### src/rtl/spi_nand_slave_frontend_if.sv
// SPI NAND pin bundle between a host (master) and the device front end (slave).
// Signals:
//   sck    SPI clock, mode 0, driven by the host
//   cs_n   chip select, active low, driven by the host
//   si     serial data into the device, MSB first
//   so     serial data out of the device
//   so_oe  output enable for so
interface spi_nand_slave_frontend_if;
    logic sck;
    logic cs_n;
    logic si;
    logic so;
    logic so_oe;

    modport master (output sck, cs_n, si, input so, so_oe);
    modport slave  (input sck, cs_n, si, output so, so_oe);
endinterface

### src/rtl/spi_nand_slave_frontend.sv
// SPI NAND device-side front end. Oversamples the SPI pins on clk, decodes
// single-bit mode-0 command frames, holds the feature registers and WEL, and
// streams cache data, feature bytes or ID bytes on so.
// Ports:
//   clk, rst        system clock, asynchronous active-high reset
//   spi             SPI pins (sck, cs_n, si in; so, so_oe out)
//   oip             operation-in-progress from the array controller
//   cache_rd_*      cache read strobe/column out, data back one clk later
//   feat_a0/b0      block-lock and configuration registers
//   wel             write-enable latch
//   reset_req       one-clk pulse on a completed 0xFF frame
//   unsup_cmd       one-clk pulse when an undefined opcode is decoded
module spi_nand_slave_frontend #(
    parameter logic [7:0] ID_MFR   = 8'h2C,
    parameter logic [7:0] ID_DEV   = 8'h14,
    parameter int         CACHE_AW = 12
) (
    input  logic                clk,
    input  logic                rst,
    spi_nand_slave_frontend_if.slave spi,
    input  logic                oip,
    output logic                cache_rd_en,
    output logic [CACHE_AW-1:0] cache_rd_addr,
    input  logic [7:0]          cache_rd_data,
    output logic [7:0]          feat_a0,
    output logic [7:0]          feat_b0,
    output logic                wel,
    output logic                reset_req,
    output logic                unsup_cmd
);
    localparam logic [2:0] S_IDLE   = 3'd0;
    localparam logic [2:0] S_CMD    = 3'd1;
    localparam logic [2:0] S_ADDR   = 3'd2;
    localparam logic [2:0] S_DUMMY  = 3'd3;
    localparam logic [2:0] S_DOUT   = 3'd4;
    localparam logic [2:0] S_DIN    = 3'd5;
    localparam logic [2:0] S_WAIT   = 3'd6;
    localparam logic [2:0] S_IGNORE = 3'd7;

    localparam logic [7:0] OP_WREN  = 8'h06;
    localparam logic [7:0] OP_WRDI  = 8'h04;
    localparam logic [7:0] OP_RESET = 8'hFF;
    localparam logic [7:0] OP_GETF  = 8'h0F;
    localparam logic [7:0] OP_SETF  = 8'h1F;
    localparam logic [7:0] OP_RDID  = 8'h9F;
    localparam logic [7:0] OP_READ  = 8'h03;
    localparam logic [7:0] OP_FREAD = 8'h0B;

    localparam logic [7:0] FEAT_A0_RST = 8'h38;
    localparam logic [7:0] FEAT_B0_RST = 8'h10;

    logic [1:0] sck_sync, cs_sync, si_sync;
    logic       sck_d, cs_d;
    logic       sck_rise, sck_fall, cs_rise, cs_fall;

    logic [2:0]          state;
    logic [2:0]          bit_cnt;
    logic [6:0]          shift_in;
    logic [7:0]          in_byte;
    logic [7:0]          opcode;
    logic [7:0]          addr_hi;
    logic                hi_pend;
    logic [7:0]          feat_addr;
    logic [CACHE_AW-1:0] col;
    logic                id_sel;
    logic [7:0]          shifter;
    logic [7:0]          prefetch;
    logic                rd_pend;
    logic                so_r;
    logic [7:0]          feat_sel, feat_rd, next_byte;
    logic                is_cache;

    // cs_n synchronizer resets to "selected" so that a reset released in the
    // middle of a frame does not manufacture a cs_n fall; the rest of that
    // frame then stays in IDLE until the host deselects and reselects.
    always_ff @(posedge clk or posedge rst) begin
        if (rst) begin
            sck_sync <= 2'b00;
            cs_sync  <= 2'b00;
            si_sync  <= 2'b00;
            sck_d    <= 1'b0;
            cs_d     <= 1'b0;
        end else begin
            sck_sync <= {sck_sync[0], spi.sck};
            cs_sync  <= {cs_sync[0], spi.cs_n};
            si_sync  <= {si_sync[0], spi.si};
            sck_d    <= sck_sync[1];
            cs_d     <= cs_sync[1];
        end
    end

    assign sck_rise = sck_sync[1] & ~sck_d;
    assign sck_fall = ~sck_sync[1] & sck_d;
    assign cs_rise  = cs_sync[1] & ~cs_d;
    assign cs_fall  = ~cs_sync[1] & cs_d;
    assign in_byte  = {shift_in, si_sync[1]};
    assign is_cache = (opcode == OP_READ) || (opcode == OP_FREAD);

    // While the address byte itself completes, the feature to return is the
    // byte just shifted in, not the stale feat_addr.
    always_comb begin
        feat_sel = (state == S_ADDR) ? in_byte : feat_addr;
        case (feat_sel)
            8'hA0:   feat_rd = feat_a0;
            8'hB0:   feat_rd = feat_b0;
            8'hC0:   feat_rd = {6'b0, wel, oip};
            default: feat_rd = 8'h00;
        endcase
    end

    always_comb begin
        if (opcode == OP_RDID)      next_byte = id_sel ? ID_DEV : ID_MFR;
        else if (opcode == OP_GETF) next_byte = feat_rd;
        else                        next_byte = prefetch;
    end

    always_ff @(posedge clk or posedge rst) begin
        if (rst) begin
            state         <= S_IDLE;
            bit_cnt       <= 3'd0;
            shift_in      <= 7'd0;
            opcode        <= 8'h00;
            addr_hi       <= 8'h00;
            hi_pend       <= 1'b0;
            feat_addr     <= 8'h00;
            col           <= '0;
            id_sel        <= 1'b0;
            shifter       <= 8'h00;
            prefetch      <= 8'h00;
            rd_pend       <= 1'b0;
            so_r          <= 1'b0;
            cache_rd_en   <= 1'b0;
            cache_rd_addr <= '0;
            feat_a0       <= FEAT_A0_RST;
            feat_b0       <= FEAT_B0_RST;
            wel           <= 1'b0;
            reset_req     <= 1'b0;
            unsup_cmd     <= 1'b0;
        end else begin
            cache_rd_en <= 1'b0;
            reset_req   <= 1'b0;
            unsup_cmd   <= 1'b0;
            rd_pend     <= cache_rd_en;
            if (rd_pend) prefetch <= cache_rd_data;

            if (cs_rise) begin
                // WAIT is only reachable with exactly 8 bits clocked.
                if (state == S_WAIT) begin
                    case (opcode)
                        OP_WREN: wel <= 1'b1;
                        OP_WRDI: wel <= 1'b0;
                        OP_RESET: begin
                            reset_req <= 1'b1;
                            wel       <= 1'b0;
                            feat_a0   <= FEAT_A0_RST;
                            feat_b0   <= FEAT_B0_RST;
                        end
                        default: ;
                    endcase
                end
                state <= S_IDLE;
            end else if (cs_fall) begin
                // cs_n edge wins over any coincident sck edge
                state   <= S_CMD;
                bit_cnt <= 3'd0;
            end else if (state != S_IDLE && state != S_IGNORE) begin
                if (sck_rise) begin
                    shift_in <= in_byte[6:0];
                    bit_cnt  <= bit_cnt + 3'd1;
                    // fetch one byte ahead so the prefetch is ready at the
                    // next byte boundary
                    if (bit_cnt == 3'd0 && is_cache &&
                        (state == S_DUMMY || state == S_DOUT)) begin
                        cache_rd_en   <= 1'b1;
                        cache_rd_addr <= col;
                        col           <= col + CACHE_AW'(1);
                    end
                    if (state == S_WAIT) begin
                        state <= S_IGNORE;
                    end else if (bit_cnt == 3'd7) begin
                        case (state)
                            S_CMD: begin
                                opcode <= in_byte;
                                case (in_byte)
                                    OP_WREN, OP_WRDI, OP_RESET: state <= S_WAIT;
                                    OP_GETF, OP_SETF:           state <= S_ADDR;
                                    OP_RDID: begin
                                        state  <= S_DUMMY;
                                        id_sel <= 1'b0;
                                    end
                                    OP_READ, OP_FREAD: begin
                                        state   <= S_ADDR;
                                        hi_pend <= 1'b1;
                                    end
                                    default: begin
                                        state     <= S_IGNORE;
                                        unsup_cmd <= 1'b1;
                                    end
                                endcase
                            end
                            S_ADDR: begin
                                feat_addr <= in_byte;
                                if (opcode == OP_GETF) begin
                                    shifter <= feat_rd;
                                    state   <= S_DOUT;
                                end else if (opcode == OP_SETF) begin
                                    state <= S_DIN;
                                end else if (hi_pend) begin
                                    addr_hi <= in_byte;
                                    hi_pend <= 1'b0;
                                end else begin
                                    col   <= CACHE_AW'({addr_hi, in_byte});
                                    state <= S_DUMMY;
                                end
                            end
                            S_DUMMY, S_DOUT: begin
                                shifter <= next_byte;
                                id_sel  <= ~id_sel;
                                state   <= S_DOUT;
                            end
                            S_DIN: begin
                                if (feat_addr == 8'hA0)      feat_a0 <= in_byte;
                                else if (feat_addr == 8'hB0) feat_b0 <= in_byte;
                                state <= S_IGNORE;
                            end
                            default: ;
                        endcase
                    end
                end
                if (sck_fall && state == S_DOUT) begin
                    so_r    <= shifter[7];
                    shifter <= {shifter[6:0], 1'b0};
                end
            end
        end
    end

    assign spi.so    = so_r;
    assign spi.so_oe = (state == S_DOUT) & ~cs_sync[1];
endmodule

### src/flat_wrapper.sv
// flat-port wrapper written by rule: the top's interface ports become plain ports
module spi_nand_slave_frontend_flat 
#(
    parameter logic [7:0] ID_MFR   = 8'h2C,
    parameter logic [7:0] ID_DEV   = 8'h14,
    parameter int         CACHE_AW = 12
)
  (clk, rst, oip, cache_rd_en, cache_rd_addr, cache_rd_data, feat_a0, feat_b0, wel, reset_req, unsup_cmd, spi_sck, spi_cs_n, spi_si, spi_so, spi_so_oe);
  spi_nand_slave_frontend_if spi_i ();
  input  logic clk;
  input  logic rst;
  input  logic oip;
  output logic cache_rd_en;
  output logic [CACHE_AW-1:0] cache_rd_addr;
  input  logic [7:0] cache_rd_data;
  output logic [7:0] feat_a0;
  output logic [7:0] feat_b0;
  output logic wel;
  output logic reset_req;
  output logic unsup_cmd;
  input wire logic [$bits(spi_i.sck)-1:0] spi_sck;
  input wire logic [$bits(spi_i.cs_n)-1:0] spi_cs_n;
  input wire logic [$bits(spi_i.si)-1:0] spi_si;
  output wire logic [$bits(spi_i.so)-1:0] spi_so;
  output wire logic [$bits(spi_i.so_oe)-1:0] spi_so_oe;
  assign spi_i.sck = spi_sck;
  assign spi_i.cs_n = spi_cs_n;
  assign spi_i.si = spi_si;
  assign spi_so = spi_i.so;
  assign spi_so_oe = spi_i.so_oe;
  spi_nand_slave_frontend #(.ID_MFR(ID_MFR), .ID_DEV(ID_DEV), .CACHE_AW(CACHE_AW)) u_core (.clk(clk), .rst(rst), .spi(spi_i), .oip(oip), .cache_rd_en(cache_rd_en), .cache_rd_addr(cache_rd_addr), .cache_rd_data(cache_rd_data), .feat_a0(feat_a0), .feat_b0(feat_b0), .wel(wel), .reset_req(reset_req), .unsup_cmd(unsup_cmd));
endmodule
### config.mk
export PLATFORM = sky130hd
export DESIGN_NAME = spi_nand_slave_frontend_flat
export DESIGN_NICKNAME = d
export VERILOG_FILES = /design/src/rtl/spi_nand_slave_frontend_if.sv /design/src/rtl/spi_nand_slave_frontend.sv /design/src/flat_wrapper.sv
export SDC_FILE = /design/constraint.sdc
export NUM_CORES = 1
export LEC_CHECK = 0
export BUFFER_PORTS_ARGS = -buffer_cell sky130_fd_sc_hd__buf_2
export CORE_ASPECT_RATIO = 0.9
export CORE_UTILIZATION = 40
export DETAILED_ROUTE_END_ITERATION = 8
export PLACE_DENSITY_LB_ADDON = 0.2
export SYNTH_ARGS = -nofsm -noshare
export SYNTH_HDL_FRONTEND = slang
export SYNTH_SLANG_ARGS = --single-unit
export TNS_END_PERCENT = 30
### constraint.sdc
create_clock -name clk -period 4 [get_ports clk]
set_clock_uncertainty 0.1 [all_clocks]
set_input_delay 0.2 -clock clk [delete_from_list [all_inputs] [get_ports clk]]
set_output_delay 0.2 -clock clk [all_outputs]
set_load 0.005 [all_outputs]
# Yosys cells after proc, flatten, opt, wreduce, memory -nomap -nowiden
# Index checks and enable logic that the tools add are counted.
# word_totals
wordCells	205
output_inout_bits	34
reg_bits	105
input_bits	14
# op_classes
bitwise_logic	15
reduce_logical	42
add_sub_neg	2
mux	76
n_eq_ne	45
# op_table
operator	n
two-way mux 8 bit	29
two-way mux 12 bit	7
== test 8 bit (second input constant)	9
two-way mux 3 bit	12
== test 8 x 3 -> 1 bit (second input constant)	4
== test 8 x 4 -> 1 bit (second input constant)	4
AND reduction 10 bit	3
case mux 8 bit (3 select lines)	1
two-way mux 1 bit	20
!= test 4 bit (second input constant)	5
nonzero test 2 bit	9
== test 8 x 2 -> 1 bit (second input constant)	2
== test 8 x 5 -> 1 bit (second input constant)	2
case mux 8 bit (2 select lines)	1
AND reduction 8 bit	2
adder 12 x 1 -> 12 bit (second input constant)	1
== test 3 bit (second input constant)	4
case mux 3 bit (4 select lines)	1
nonzero test 3 bit	4
!= test 2 bit (second input constant)	5
NOT 1 bit	10
AND reduction 5 bit	2
case mux 3 bit (3 select lines)	1
AND reduction 9 bit	1
other kinds (22)	41

# Depth between registers and ports, before layout
# logic_depth
ltp_word	11
mapped_depth	9
depth_no_buf	7

# Worst setup path after synthesis
# OpenSTA, ideal clock, no wires.
# synth_path
kind	flip-flop to flip-flop
startpoint	register u_core.bit_cnt[0]
endpoint	register u_core.feat_a0[0]
path_stages_with_launch	9
arrival_time_ns	2.088
period_less_slack_ns	2.314
n_path_buf	1
slack_ns	1.686
setup_time_ns	0.125
required_time_ns	3.775
cell_sequence	dfrtp_1 -> ha_1 -> ha_1 -> and3b_1 -> o21ai_0 -> a221oi_2 -> or3b_1 -> buf_6 -> mux2_4
# synth_between
elab_chain_cells	3
# synth_rtl
element	line_no	text
from (decl)	spi_nand_slave_frontend.sv:57	logic [2:0] bit_cnt;
from (signal assigned)	spi_nand_slave_frontend.sv:169	bit_cnt <= bit_cnt + 3'd1;
== test 3 bit	spi_nand_slave_frontend.sv:180	end else if (bit_cnt == 3'd7) begin
!= test 4 bit (no line)	--	
AND reduction 9 bit (no line)	--	
to (signal assigned)	spi_nand_slave_frontend.sv:222	if (feat_addr == 8'hA0) feat_a0 <= in_byte;
to (decl)	spi_nand_slave_frontend.sv:25	output logic [7:0] feat_a0,
# Every way passes these cells.
# A chain may end at the register's enable or synchronous reset.

# Final worst setup path
# layout_path
startpoint	register u_core.state[2]
endpoint	register u_core.cache_rd_addr[5]
# layout_between
elab_chain_cells	4
word_cells_on_any_way	8
classes_between	3 x eq/ne; 5 x reduce/logical
# layout_rtl
element	line_no	text
from (decl)	spi_nand_slave_frontend.sv:56	logic [2:0] state;
from (signal assigned)	spi_nand_slave_frontend.sv:119	state <= S_IDLE;
from (signal assigned)	spi_nand_slave_frontend.sv:161	state <= S_IDLE;
from (signal assigned)	spi_nand_slave_frontend.sv:164	state <= S_CMD;
== test 3 x 2 -> 1 bit or == test 3 bit (tied branches)	spi_nand_slave_frontend.sv:173	(state == S_DUMMY || state == S_DOUT)) begin
logical OR 1 bit	spi_nand_slave_frontend.sv:173	
logical AND 1 bit	spi_nand_slave_frontend.sv:172	if (bit_cnt == 3'd0 && is_cache &&
AND reduction 5 bit (no line) *	--	
to (signal assigned)	spi_nand_slave_frontend.sv:175	cache_rd_addr <= col;
to (decl)	spi_nand_slave_frontend.sv:23	output logic [CACHE_AW-1:0] cache_rd_addr,
# Mark *: on every way between the ends. The rest lies on a longest branch, timed or not.

==> key figures <==
Synthesis
  • Async set-reset flop share out of synthesis: 1.000
  • Synth Instances: between 500 and 600
  • Syn_nets: between 500 and 600
  • Syn avg cell area: between 10 and 15 sq um
  • Post-Syn Area: between 5000 and 6000 sq um
  • Top-count cell post-synth: dfrtp_1
  • Area share of the leading cell type in the synthesized netlist: 0.4540
  • Most used DFF post-synth: dfrtp_1
  • Synth area leaders: dfrtp_1 (45%), mux2_2 (7.5%), nand2_1 (3.3%)
  • Most common library cells after synthesis: dfrtp_1 (101), nand2_1 (49), mux2_2 (37), nor2_1 (37), a21oi_1 (25)
  • Synth unique cells: 85
  • Post-synthesis sequential area ratio: 0.4729
  • Largest area contributor in the netlist: dfrtp_1
  • Synthesis-stage register bit count: between 100 and 150
  • EDFF count, synth: 0
  • Synth warn: 0

Power
  • Combinational power share: 0.255
  • Total power density per cell area: 494.7 nW/um^2
  • Leak: ~0.0030 uW
  • Int Pwr: 2027 uW
  • Switching power: between 1000 and 1500 uW
  • Sw frac: 0.3487
  • Clock Power Share: 0.284
  • Seq pwr share: 0.461
  • Worst vdd ir: roughly 0.00027 V

Final layout
  • Sequential cell area: ~2600 sq um
  • Final core utilization: 0.4674
  • Nets@finish: roughly 600
  • Area grow syn2layout: 13.04%
  • Layout cells sized above 1: 0.2443
  • Multi-input gate area: ~2700 sq um
  • Fill count: approximately 1.3k
  • # diodes: 0

Die
  • FP Rows: 40
  • Die Wd: between 100 and 150 um
  • Vert. Die Dim: about 110 um
  • Initial Utilization: 0.4135
  • I/O pins: 48
  • Die area: 14390 sq um
  • Core area: around 13000 sq um

Clocking
  • CTS Buf Count: 9
  • Clock buffer depth: 2
  • CTS tree: done
  • Clk Latency, worst-skew pair: between 0.3 and 0.4 ns
  • CTS Root Buffer Type: clkbuf_16
  • Worst-path clk slew: roughly 0.070 ns
  • TritonCTS sink count: 105
  • H-Tree Depth: 3

Routing
  • DR iter-0 viols: 307
  • Via density: ~5.8
  • Overall routed net length: about 14000 um
  • Vias: 4238
  • Top Layer Used: met4
  • Routed Antenna Nets: 0
  • Routed met2 length: about 6200 um
  • Routed wl met3: 821 um
  • Avg WL per Cell: around 19 um
  • Drt first pass iters: 7
  • Wire length on met1: 6417 um
  • # DRC: 0

STA
  • Slew headroom: 0.3568
  • Post-route minimum period: ~2.8 ns
  • Slew @ Worst Pin: approximately 0.96 ns
  • RSZ-0062 raised after global routing: no
  • Setup TNS: 0 ns
  • Setup violators final: 0
  • Final Hold Fails: 0
  • Final Cycle Share: 0.7119
  • Fin. max-slew vios: 0
  • Final worst setup slack: ~1.2 ns
  • Max Clk Rate: about 350 MHz

Outcome
  • Status: completed

Setup path
  • Cell family with most CP delay: simple AND/OR/NAND/NOR gates
  • CP max FO: 17
  • CP arrival: 2.98 ns
  • Reg2Reg Depth: 4
  • CP max stage delay: just over 0.8 ns
  • WP buf/inv: 0
  • Critical-path cell list: nor3b_2 > o2111ai_2 > nor2_1 > mux2_2
  • CP Class: flop to flop
  • Worst path slowest cell: nor2_1
  • Worst EP required: 4.14 ns
  • Critical path depth in cells: 4
  • CP Capture Type: flop
  • Startpoint class of the critical path: flop

Placement
  • Hpwl dp: 9747 um
  • PortBufs: 47
  • Placer Congestion: roughly 0.86
  • Worst slack at placement: around 1.1 ns

Run
  • Max-cap violations: 0

Global route
  • First-pass GRT wire length: ~22000 um
  • Total Routing Usage GR: 0.1998
  • Total global routing overflow: 0
  • Initial antenna violation count: 0
  • Largest net degree at the start of global routing: 47
  • Vias in the first global route: 4081

Min path
  • HP Class: input pin to flop
  • WHS Path Cells: 4
## stage by stage
step	instance area [sq um]	hold slack, ns	power, uW	std cells
finish	6292	0.1515	3113	737
detailed placement	5879	0.1275	2226	710
floorplan	5567	0.1314	1980	522
CTS	6292	0.1260	3128	737
global route	6292	0.2046	3285	737
global placement	5879	0.1190	2209	710
## registers in the layout (all words and copies together) (netlist names), 2 cells and up
register,count
u_core.feat_b0,8
u_core.bit_cnt,3
u_core.si_sync,2
u_core.col,12
u_core.addr_hi,4
u_core.feat_addr,8
u_core.cache_rd_addr,12
u_core.shifter,8
u_core.sck_sync,2
u_core.feat_a0,8
u_core.shift_in,7
u_core.opcode,8
u_core.cs_sync,2
u_core.state,3
u_core.prefetch,8
## worst reg2reg max path, stage by stage, from the launching register on
cell	delay [ns]
dfrtp_1	0.61
nor3b_2	0.45
o2111ai_2	0.34
nor2_1	0.83
mux2_2	0.42
## path summary, 6_finish.rpt
check                                        from                 endpoint  slack, ns
worst max-delay path              u_core.state[2]  u_core.cache_rd_addr[5]       1.15
worst min register to register  u_core.si_sync[0]        u_core.si_sync[1]       0.25
worst max register to register    u_core.state[2]  u_core.cache_rd_addr[5]       1.15
max in group asynchronous                     rst        u_core.feat_b0[1]       2.57
worst min-delay path                          oip        u_core.shifter[0]       0.15
min in group asynchronous                     rst           u_core.hi_pend       0.29
## repair_timing
item / in CTS / in global routing
endpoints found under the setup margin: 0 / 0
resized for setup: 0 / 0
endpoints found under the hold margin: 38 / 0
hold buffers: 12 / 0
setup buffers: 0 / 0
## power by group through the flow
stage / registers (uW) / logic, uW / clock network [uW]
after global routing: 1460 / 877 / 947
after floorplan: 1310 / 667 / 0
after CTS: 1430 / 787 / 910
after detailed placement: 1450 / 773 / 0
final: 1440 / 793 / 885
after global placement: 1440 / 766 / 0
## cells in the final DEF (no fill, tap or decap), types with 4 or more instances in the layout
master,Yosys,layout
nand3_1,9,9
nor3_1,6,6
o21ai_0,20,20
mux2i_1,10,10
nand2_1,49,49
nor2_1,37,37
o31ai_1,6,6
a22o_1,6,6
dlygate4sd3_1,0,12
a221o_1,4,4
dfrtp_1,101,101
nor4_1,6,6
nor2b_1,11,11
buf_2,9,47
nand2b_1,10,10
mux2_4,6,6
and4_1,4,4
mux2_1,7,7
buf_4,2,4
a21oi_1,25,25
dfstp_2,4,4
ha_1,7,7
inv_1,17,16
mux2_2,37,37
clkbuf_16,0,9
and3_1,5,5
o22ai_1,7,7
a211oi_1,9,9
nand4_1,6,6
## cells by family (layout without fill, tap and decap cells)
group                      after synthesis  in the layout  share of synthesized area
AOI/OAI and AO/OA                      116            116                     0.1528
xor gates and xnor gates                 2              2                   0.003147
adders and majority gates                7              7                    0.01573
buffers and inverters                   48             95                    0.04113
DFF                                    105            105                     0.4729
muxes                                   61             61                     0.1272
and+or+nand+nor                        183            183                     0.1870
## routing by layer
layer  vias up  GRT usage
met3        13    0.04644
met1      2089     0.2716
met4         0    0.06667
li1       2006          -
met2       130     0.3149
met5         -          0
## final cells by class
cell class | count | area share
clock buffer | 9 | 0.03579
clock inverter | 6 | 0.01074
inverter | 17 | 0.01054
multi-input combinational | 369 | 0.4299
sequential | 105 | 0.4184
tap | 168 | 0.03341
timing repair buffer | 63 | 0.06124
(Power assumes the default switching activity.)
